--- src/rtl/regfile_sequencer.sv ---
// Four-state (IDLE/READ/EXEC/WB) sequencer that drives an external 4x32 register file.
// One instruction in flight at a time; results commit on the WB->IDLE edge.
module regfile_sequencer #(
    parameter int CNT_W = 16
) (
    input  logic             clk,
    input  logic             reset,
    input  logic             instr_valid,
    input  logic [15:0]      instr,
    output logic             instr_ready,
    output logic [1:0]       readReg1,
    output logic [1:0]       readReg2,
    input  logic [31:0]      ReadData1,
    input  logic [31:0]      ReadData2,
    output logic [1:0]       WriteReg,
    output logic [31:0]      WriteData,
    output logic             RegWrite,
    output logic             busy,
    output logic             illegal_op,
    output logic [CNT_W-1:0] retired_count
);

    typedef enum logic [1:0] {IDLE, READ, EXEC, WB} state_t;

    state_t             state_q, state_d;
    logic [15:0]        instr_q, instr_d;
    logic [31:0]        a_q, a_d;
    logic [31:0]        b_q, b_d;
    logic [31:0]        result_q, result_d;
    logic [1:0]         rr1_q, rr1_d;
    logic [1:0]         rr2_q, rr2_d;
    logic               ill_q, ill_d;
    logic [CNT_W-1:0]   cnt_q, cnt_d;

    logic [3:0]         op;
    logic               op_writes;
    logic               op_illegal;
    logic [31:0]        alu_res;

    assign op         = instr_q[15:12];
    assign op_writes  = (op >= 4'd1) && (op <= 4'd6);
    assign op_illegal = (op >= 4'd7);

    always_comb begin
        alu_res = 32'd0;
        case (op)
            4'd1:    alu_res = a_q + b_q;
            4'd2:    alu_res = a_q - b_q;
            4'd3:    alu_res = a_q & b_q;
            4'd4:    alu_res = a_q | b_q;
            4'd5:    alu_res = {24'd0, instr_q[7:0]};
            4'd6:    alu_res = ($signed(a_q) < $signed(b_q)) ? 32'd1 : 32'd0;
            default: alu_res = 32'd0;
        endcase
    end

    always_comb begin
        state_d  = state_q;
        instr_d  = instr_q;
        a_d      = a_q;
        b_d      = b_q;
        result_d = result_q;
        rr1_d    = rr1_q;
        rr2_d    = rr2_q;
        ill_d    = ill_q;
        cnt_d    = cnt_q;
        case (state_q)
            IDLE: begin
                if (instr_valid) begin
                    instr_d = instr;
                    rr1_d   = instr[9:8];
                    rr2_d   = instr[7:6];
                    state_d = READ;
                end
            end
            READ: begin
                a_d     = ReadData1;
                b_d     = ReadData2;
                state_d = EXEC;
            end
            EXEC: begin
                result_d = alu_res;
                if (op_illegal) begin
                    ill_d = 1'b1;
                end
                state_d = WB;
            end
            WB: begin
                cnt_d   = cnt_q + CNT_W'(1);
                state_d = IDLE;
            end
            default: state_d = IDLE;
        endcase
    end

    // Reset wins over any handshake presented in the same cycle.
    always_ff @(posedge clk) begin
        if (reset) begin
            state_q  <= IDLE;
            instr_q  <= 16'd0;
            a_q      <= 32'd0;
            b_q      <= 32'd0;
            result_q <= 32'd0;
            rr1_q    <= 2'd0;
            rr2_q    <= 2'd0;
            ill_q    <= 1'b0;
            cnt_q    <= '0;
        end else begin
            state_q  <= state_d;
            instr_q  <= instr_d;
            a_q      <= a_d;
            b_q      <= b_d;
            result_q <= result_d;
            rr1_q    <= rr1_d;
            rr2_q    <= rr2_d;
            ill_q    <= ill_d;
            cnt_q    <= cnt_d;
        end
    end

    assign instr_ready   = (state_q == IDLE);
    assign busy          = (state_q != IDLE);
    assign readReg1      = rr1_q;
    assign readReg2      = rr2_q;
    assign WriteReg      = instr_q[11:10];
    assign WriteData     = result_q;
    // Gated by reset directly so an abort during WB never reaches the register file.
    assign RegWrite      = (state_q == WB) && !reset && op_writes;
    assign illegal_op    = ill_q;
    assign retired_count = cnt_q;

endmodule

--- config.mk ---
export PLATFORM = sky130hd
export DESIGN_NAME = regfile_sequencer
export DESIGN_NICKNAME = d
export VERILOG_FILES = /design/src/rtl/regfile_sequencer.sv
export SDC_FILE = /design/constraint.sdc
export NUM_CORES = 1
export LEC_CHECK = 0
export CAP_MARGIN = 0
export CORE_AREA = 4 4 152 154
export DETAILED_ROUTE_END_ITERATION = 12
export DIE_AREA = 0 0 156 158
export GPL_ROUTABILITY_DRIVEN = 0
export PLACE_DENSITY_LB_ADDON = 0.05
export SYNTH_ARGS = -nofsm -noshare
export SYNTH_HDL_FRONTEND = slang
export SYNTH_SLANG_ARGS = --single-unit
--- constraint.sdc ---
create_clock -name clk -period 3.9 [get_ports clk]
set_clock_uncertainty 0.1 [all_clocks]
set_input_delay 0.78 -clock clk [delete_from_list [all_inputs] [get_ports clk]]
set_output_delay 0.78 -clock clk [all_outputs]
set_load 0.02 [all_outputs]
==> results of run 1 <==
==> logic make-up after synthesis <==
| family | Yosys count | synth area share, % |
|---|---|---|
| AND/OR/NAND/NOR | 380 | 17.8 |
| buffers and inverters | 178 | 7.28 |
| XOR/XNOR | 17 | 1.55 |
| flip-flops | 131 | 27.3 |
| AO/OA/AOI/OAI | 337 | 24.7 |
| adder cells (fa/ha/maj) | 107 | 14.1 |
| multiplexers | 70 | 7.29 |
==> final timing paths <==
check / start / end / slack [ns] / depth (start not counted)
hold / removal: WriteData[14]$_SDFFE_PP0P_ / WriteData[14]$_SDFFE_PP0P_ / 0.35 / 2
hold reg to reg: WriteData[14]$_SDFFE_PP0P_ / WriteData[14]$_SDFFE_PP0P_ / 0.35 / 2
setup / recovery: b_q[0]$_SDFFE_PP0N_ / WriteData[26]$_SDFFE_PP0P_ / 0.31 / 12
setup reg to reg: b_q[0]$_SDFFE_PP0N_ / WriteData[26]$_SDFFE_PP0P_ / 0.31 / 12
==> critical path, cell delays in order, from the launching register on <==
cell      delay (ns)
dfxtp_1         0.37
ha_1            0.23
inv_1           0.07
fa_1            0.40
nand2b_1        0.18
a2111o_1        0.39
a31o_2          0.26
o41ai_1         0.54
nor2_1          0.17
o31ai_1         0.34
o311a_1         0.19
o21ai_0         0.08
and3_1          0.17
==> sequential cells by signal (all words and copies together) (netlist names) <==
name	flops
b_q	32
retired_count	16
WriteData	32
a_q	32
instr_q	16
illegal_op	1
state_q	2
==> report_power, final <==
group	switching [mW]	internal, mW	total [mW]
Sequential	0.247	1.61	1.85
Combinational	2.68	1.91	4.60
Clock	0.695	1.02	1.71
==> Yosys cell counts, types with 13 or more instances <==
library cell,n
a21o_1,13
a21oi_1,91
a221o_1,15
a221oi_1,16
buf_1,15
clkbuf_1,59
dfxtp_1,131
ha_1,105
inv_1,95
mux2i_1,70
nand2_1,100
nand2b_1,13
nand3_1,18
nor2_1,158
nor3_1,19
o211ai_1,18
o21ai_0,31
o21ai_1,23
o221ai_1,14
==> cell usage in the layout (no fill, tap or decap), drive strengths merged, types with 16 or more instances in the layout <==
cell type,Yosys,final
a21oi,92,92
a221oi,16,16
buf,23,23
clkbuf,59,19
clkdlybuf4s50,0,139
dfxtp,131,131
ha,105,105
inv,96,101
mux2i,70,70
nand2,100,100
nand3,18,18
nor2,158,158
nor3,19,19
o211ai,18,18
o21ai,54,54
==> per-stage QoR <==
| step | utilization, % | worst slack, ns |
|---|---|---|
| 2_1_floorplan | - | 0.651 |
| 3_3_place_gp | 51.7 | 0.400 |
| 3_5_place_dp | 51.7 | 0.353 |
| 4_1_cts | 54.5 | 0.311 |
| 5_1_grt | 54.5 | 0.0189 |
| 6_report | 54.5 | 0.313 |
==> per-layer routing <==
layer | GRT usage, % | share of wire (%) | vias up
met5 | 0 | 0 | -
met4 | 6.13 | 1.8 | 0
met3 | 3.96 | 5.8 | 37
met2 | 37.7 | 47 | 272
met1 | 29.9 | 45 | 4351
li1 | - | - | 4531
==> final cells by class <==
type | instances | area (um^2) | area share (%)
clock buffers | 19 | 433 | 3.66
clock inverters | 13 | 173 | 1.46
inverters | 96 | 360 | 3.05
multi-input cells | 911 | 6310 | 53.4
flip-flops and latches | 131 | 2620 | 22.2
well taps | 280 | 350 | 2.96
repair buffers | 162 | 1580 | 13.3
==> out/summary.txt, run 1 <==
Sequential fraction of the synthesis area = 27.3%
Ports = 141
Min cycle time layout = 3.59 ns
Dominant synthesized flop cell = dfxtp_1
Post-synth top area cell = dfxtp_1
CP endpoint kind = register
Fillers = 2,095
Initial antenna violation count = 0
Post-CTS Setup Repair Bufs = 0
Clock transition at path regs = 0.07 ns
Min Hold Slack = 0.346 ns
Clk Tree Root Cell = clkbuf_16
Post-Layout Inst Area = 11,800 um^2
First DRT Iteration DRCs = 723
Critical Setup Path Class = reg -> reg
Routed wire length = 28.1 mm
Synth top area cells = dfxtp_1, ha_1, mux2i_1
Area of the core = 21,700 um^2
Clock Sinks = 131
Via count = 9,191
Drt wl/cell = 17.5 um
Overall Power = 8.16 mW
Layout cells sized above 1 = 5.41%
Placed insts = 1,580
Synth cell types = 83
Initial Utilization = 44.3%
Cts hold-fix bufs = 0
Num CTS Buffers = 17
Critical Path Source Type = register
Yosys warnings = 0
Pin count of the biggest net entering global routing = 70
Worst-margin pin slew = 1.02 ns
Clock buffer depth = 2
Global-route wire length before repair = 45.3 mm
Post-synth top area share = 27.3%
Post-Syn Area = 9610 um^2
ANT cells = 0
Final count of hold timing violations = 0
Period utilisation layout = 92.0%
EDFF count, synth = 0
DR pass1 iterations = 5
Synthesized area per cell = 7.88 um^2
Buffers on Ports = 140
Layout overhead on the synthesized area = 23.1%
Net count after synthesis = 1,410
Lkg Pwr = 4.59 nW
Final ANT Viol Nets = 0
Arrival time at the worst endpoint = 3.80 ns
Post-route insts no fill = 1,612
Die Width = 156 um
Slew Limit Fails = 0
Die height = 158 um
Fin nets = 1,509
Worst path required time = 4.11 ns
Hold/Removal Path Class = reg -> reg
# resized after CTS = 0
CTS H-tree lvls = 4
Async SR Flop Fraction = 0%
Row count = 54
CP max FO = 4
Yosys reg bits = 131
Number of global-route vias before repair = 8,529
Cell Area, Placed = 11,200 um^2
GRT Residual Overflow = 0
Setup TNS = 0 ns
PwrDens = 690 nW/um^2
Routed vias/inst = 5.70
Max VDD drop = 0.342 mV
Outcome = finished, final reports clean
F_max = 279 MHz
Worst slew margin = 32.0%
Max Cap Violations = 0
RSZ-0062 raised after global routing = no
CTS tree = yes
Syn Inst Count = 1,220
DRC viols = 0
Setup-failing EPs final = 0
GRT Overall Usage = 22.5%
Die footprint = 24,600 um^2
Clock Latency Late Sink = 0.43 ns
HPWL Detailed = 20.2 mm
Power figures use the tool's default switching activity.
==> run 2, diff against run 1 <==
==> config.mk (replaced) <==
export PLATFORM = sky130hd
export DESIGN_NAME = regfile_sequencer
export DESIGN_NICKNAME = d
export VERILOG_FILES = /design/src/rtl/regfile_sequencer.sv
export SDC_FILE = /design/constraint.sdc
export NUM_CORES = 1
export LEC_CHECK = 0
export ABC_AREA = 1
export CAP_MARGIN = 0
export CORE_AREA = 4 4 161 163
export DETAILED_ROUTE_END_ITERATION = 12
export DIE_AREA = 0 0 165 167
export GPL_ROUTABILITY_DRIVEN = 0
export PLACE_DENSITY = 0.67
export REMOVE_ABC_BUFFERS = 1
export SYNTH_ARGS = -nofsm -noshare
export SYNTH_HDL_FRONTEND = slang
export SYNTH_SLANG_ARGS = --single-unit
==> out/summary.txt, run 2 <==
Hold/Removal Path Class = reg -> reg
Slew Limit Fails = 0 (unchanged)
DRC viols = 0 (unchanged)
Worst slew margin = 26.4% (-5.5 points)
Synth cell types = 39 (-53%)
Ports = 141 (unchanged)
Fin nets = 2,102 (+39%)
Clock Latency Late Sink = 0.42 ns (about the same)
Yosys reg bits = 131 (unchanged)
Drt wl/cell = 15.1 um (-13%)
Sequential share of power = 18.2% (-4.5 points)
CTS H-tree lvls = 4 (unchanged)
Global-route wire length before repair = 54.6 mm (+20%)
DR pass1 iterations = 6 (+1)
Num CTS Buffers = 17 (unchanged)
CP endpoint kind = primary output
Reg2reg start = b_q[0]$_SDFFE_PP0N_
Die footprint = 27,600 um^2 (+12%)
Clock Sinks = 131 (unchanged)
CP max FO = 7 (+3)
Max Cap Violations = 0 (unchanged)
Sequential fraction of the synthesis area = 24.0% (-3.3 points)
Arrival time at the worst endpoint = 2.16 ns (-1.64 ns)
Die height = 167 um (+5.7%)
Initial antenna violation count = 0 (unchanged)
Worst-margin pin slew = 1.10 ns (+0.0805 ns)
Layout overhead on the synthesized area = 19.5%
Min cycle time layout = 3.04 ns (-0.549 ns)
Top cells by count, synth = nand2_1, inv_1, a21oi_1, o21ai_0, nor2_1
Pin count of the biggest net entering global routing = 94 (+34%)
ANT cells = 0 (unchanged)
EDFF count, synth = 0 (unchanged)
Worst path required time = 3.02 ns (-1.09 ns)
Routed vias/inst = 5.11 (-10%)
Most frequent cell after synthesis = nand2_1
Die Width = 165 um (+5.8%)
Critical Path Source Type = register
HPWL Detailed = 25.7 mm (+28%)
Cell Area, Placed = 12,400 um^2 (+11%)
Via count = 11,500 (+25%)
Row count = 57 (+5.6%)
Worst Setup SP = state_q[0]$_SDFFE_PP0P_
Synthesized area per cell = 6.01 um^2 (-24%)
Syn Inst Count = 1,820 (+49%)
Number of global-route vias before repair = 11,000 (+29%)
Sw Ratio = 54.1% (+9.7 points)
Cts hold-fix bufs = 0 (unchanged)
Synth top area cells = dfxtp_1, nand2_1, ha_1
Outcome = finished, final reports clean
Lkg Pwr = 6.23 nW (+36%)
Post-Syn Area = 10,900 um^2 (+14%)
GRT Overall Usage = 24.5% (+2.1 points)
Most frequent cells in the layout = nand2_1, inv_1, a21oi_1
CTS tree = yes
Clk Tree Root Cell = clkbuf_16
First DRT Iteration DRCs = 1,108 (+53%)
Combinational power share = 65.5% (+9.2 points)
F_max = 329 MHz (+18%)
Final count of hold timing violations = 0 (unchanged)
Initial Utilization = 45.0% (+0.70 points)
Async SR Flop Fraction = 0% (unchanged)
Clock buffer depth = 2 (unchanged)
Post-synth top area share = 24.0% (-3.3 points)
Routed wire length = 34.0 mm (+21%)
Clock transition at path regs = 0.06 ns (about the same)
HP Start = WriteData[13]$_SDFFE_PP0P_
Period utilisation layout = 77.9% (-14 points)
Buffers on Ports = 140 (unchanged)
Area of the core = 24,300 um^2 (+12%)
Yosys warnings = 0 (unchanged)
Post-CTS Setup Repair Bufs = 0 (unchanged)
PwrDens = 828 nW/um^2 (+20%)
Switch Pwr = 5.86 mW (+62%)
Post-Layout Inst Area = 13,100 um^2 (+11%)
Post-synth top area cell = dfxtp_1
Clock power frac = 16.3% (-4.7 points)
Setup-failing EPs final = 0 (unchanged)
Setup TNS = 0 ns (unchanged)
GRT Residual Overflow = 0 (unchanged)
Final ANT Viol Nets = 0 (unchanged)
Max VDD drop = 0.516 mV (+51%)
Layout cells sized above 1 = 4.00% (-1.4 points)
Critical Setup Path Class = reg -> out
RSZ-0062 raised after global routing = no
# resized after CTS = 0 (unchanged)
Int Pwr = 4.97 mW (+9.5%)
Dominant synthesized flop cell = dfxtp_1
Commonest non-fill, non-tap cell in the layout = nand2_1
==> run 2: cell types whose count changed in the layout (fill, tap and decap cells not counted), moves of 16 or more <==
cell      delta
o211ai_1    -16
o22ai_1     +22
nor2_1      -24
a21oi_1     +86
inv_1      +234
o21ai_0    +105
mux2i_1     -70
nand2_1    +386
nand3_1    +106
o21ai_1     -23
==> run 2: path summary, 6_finish.rpt <==
kind / slack (ns) / cells after the start / end
hold reg to reg: 0.36 / 2 / WriteData[13]$_SDFFE_PP0P_
setup / recovery: 0.86 / 4 / RegWrite
hold / removal: 0.36 / 2 / WriteData[13]$_SDFFE_PP0P_
setup reg to reg: 1.29 / 13 / WriteData[16]$_SDFFE_PP0P_
==> run 2: power by group through the flow <==
| stage | sequential, mW | clock (mW) | combinational [mW] |
|---|---|---|---|
| 5_1_grt | 2.02 | 1.86 | 7.94 |
| 2_1_floorplan | 2.03 | 0 | 4.86 |
| 3_3_place_gp | 1.98 | 0 | 6.82 |
| 6_report | 1.97 | 1.77 | 7.09 |
| 4_1_cts | 1.97 | 1.80 | 6.97 |
| 3_5_place_dp | 2.00 | 0 | 6.91 |
==> run 2: cell families after synthesis <==
group,synth area share [%]
buffers and inverters,15.0
AND/OR/NAND/NOR,31.4
AO/OA/AOI/OAI,17.0
flip-flops,24.0
adder cells (fa/ha/maj),12.4
XOR/XNOR,0.320
==> run 2: metal layers <==
metal | track usage, % | wire (um) | vias up
met5 | 0 | 0 | -
met1 | 33.3 | 15300 | 5090
met2 | 38.5 | 14900 | 433
met3 | 6.52 | 3180 | 47
li1 | - | - | 5913
met4 | 6.51 | 697 | 0
==> run 2: critical path, cell delays in order (launching register included) <==
cell	delay, ns
dfxtp_1	0.36
ha_1	0.29
nand2_1	0.09
a311oi_1	0.31
clkdlybuf4s50_1	0.67
==> run 2: layout make-up <==
class,instances,area [um^2]
Multi-Input combinational cell,1280,6690
Clock inverter,13,198
Sequential cell,131,2620
Timing Repair Buffer,149,1480
Tap cell,324,405
Inverter,333,1250
Clock buffer,18,439
Fill cell,2450,11200
==> run 2: metrics by stage <==
stage / utilization, % / total power [mW] / instances / hold slack, ns / worst slack [ns]
5_1_grt: 53.8 / 11.8 / 2248 / 0.378 / 0.724
2_1_floorplan: - / 6.89 / 1744 / 0.350 / 0.553
3_3_place_gp: 51.2 / 8.80 / 2217 / 0.352 / 0.932
3_5_place_dp: 51.2 / 8.91 / 2217 / 0.356 / 0.980
6_report: 53.8 / 10.8 / 2248 / 0.363 / 0.862
4_1_cts: 53.8 / 10.7 / 2248 / 0.365 / 0.860
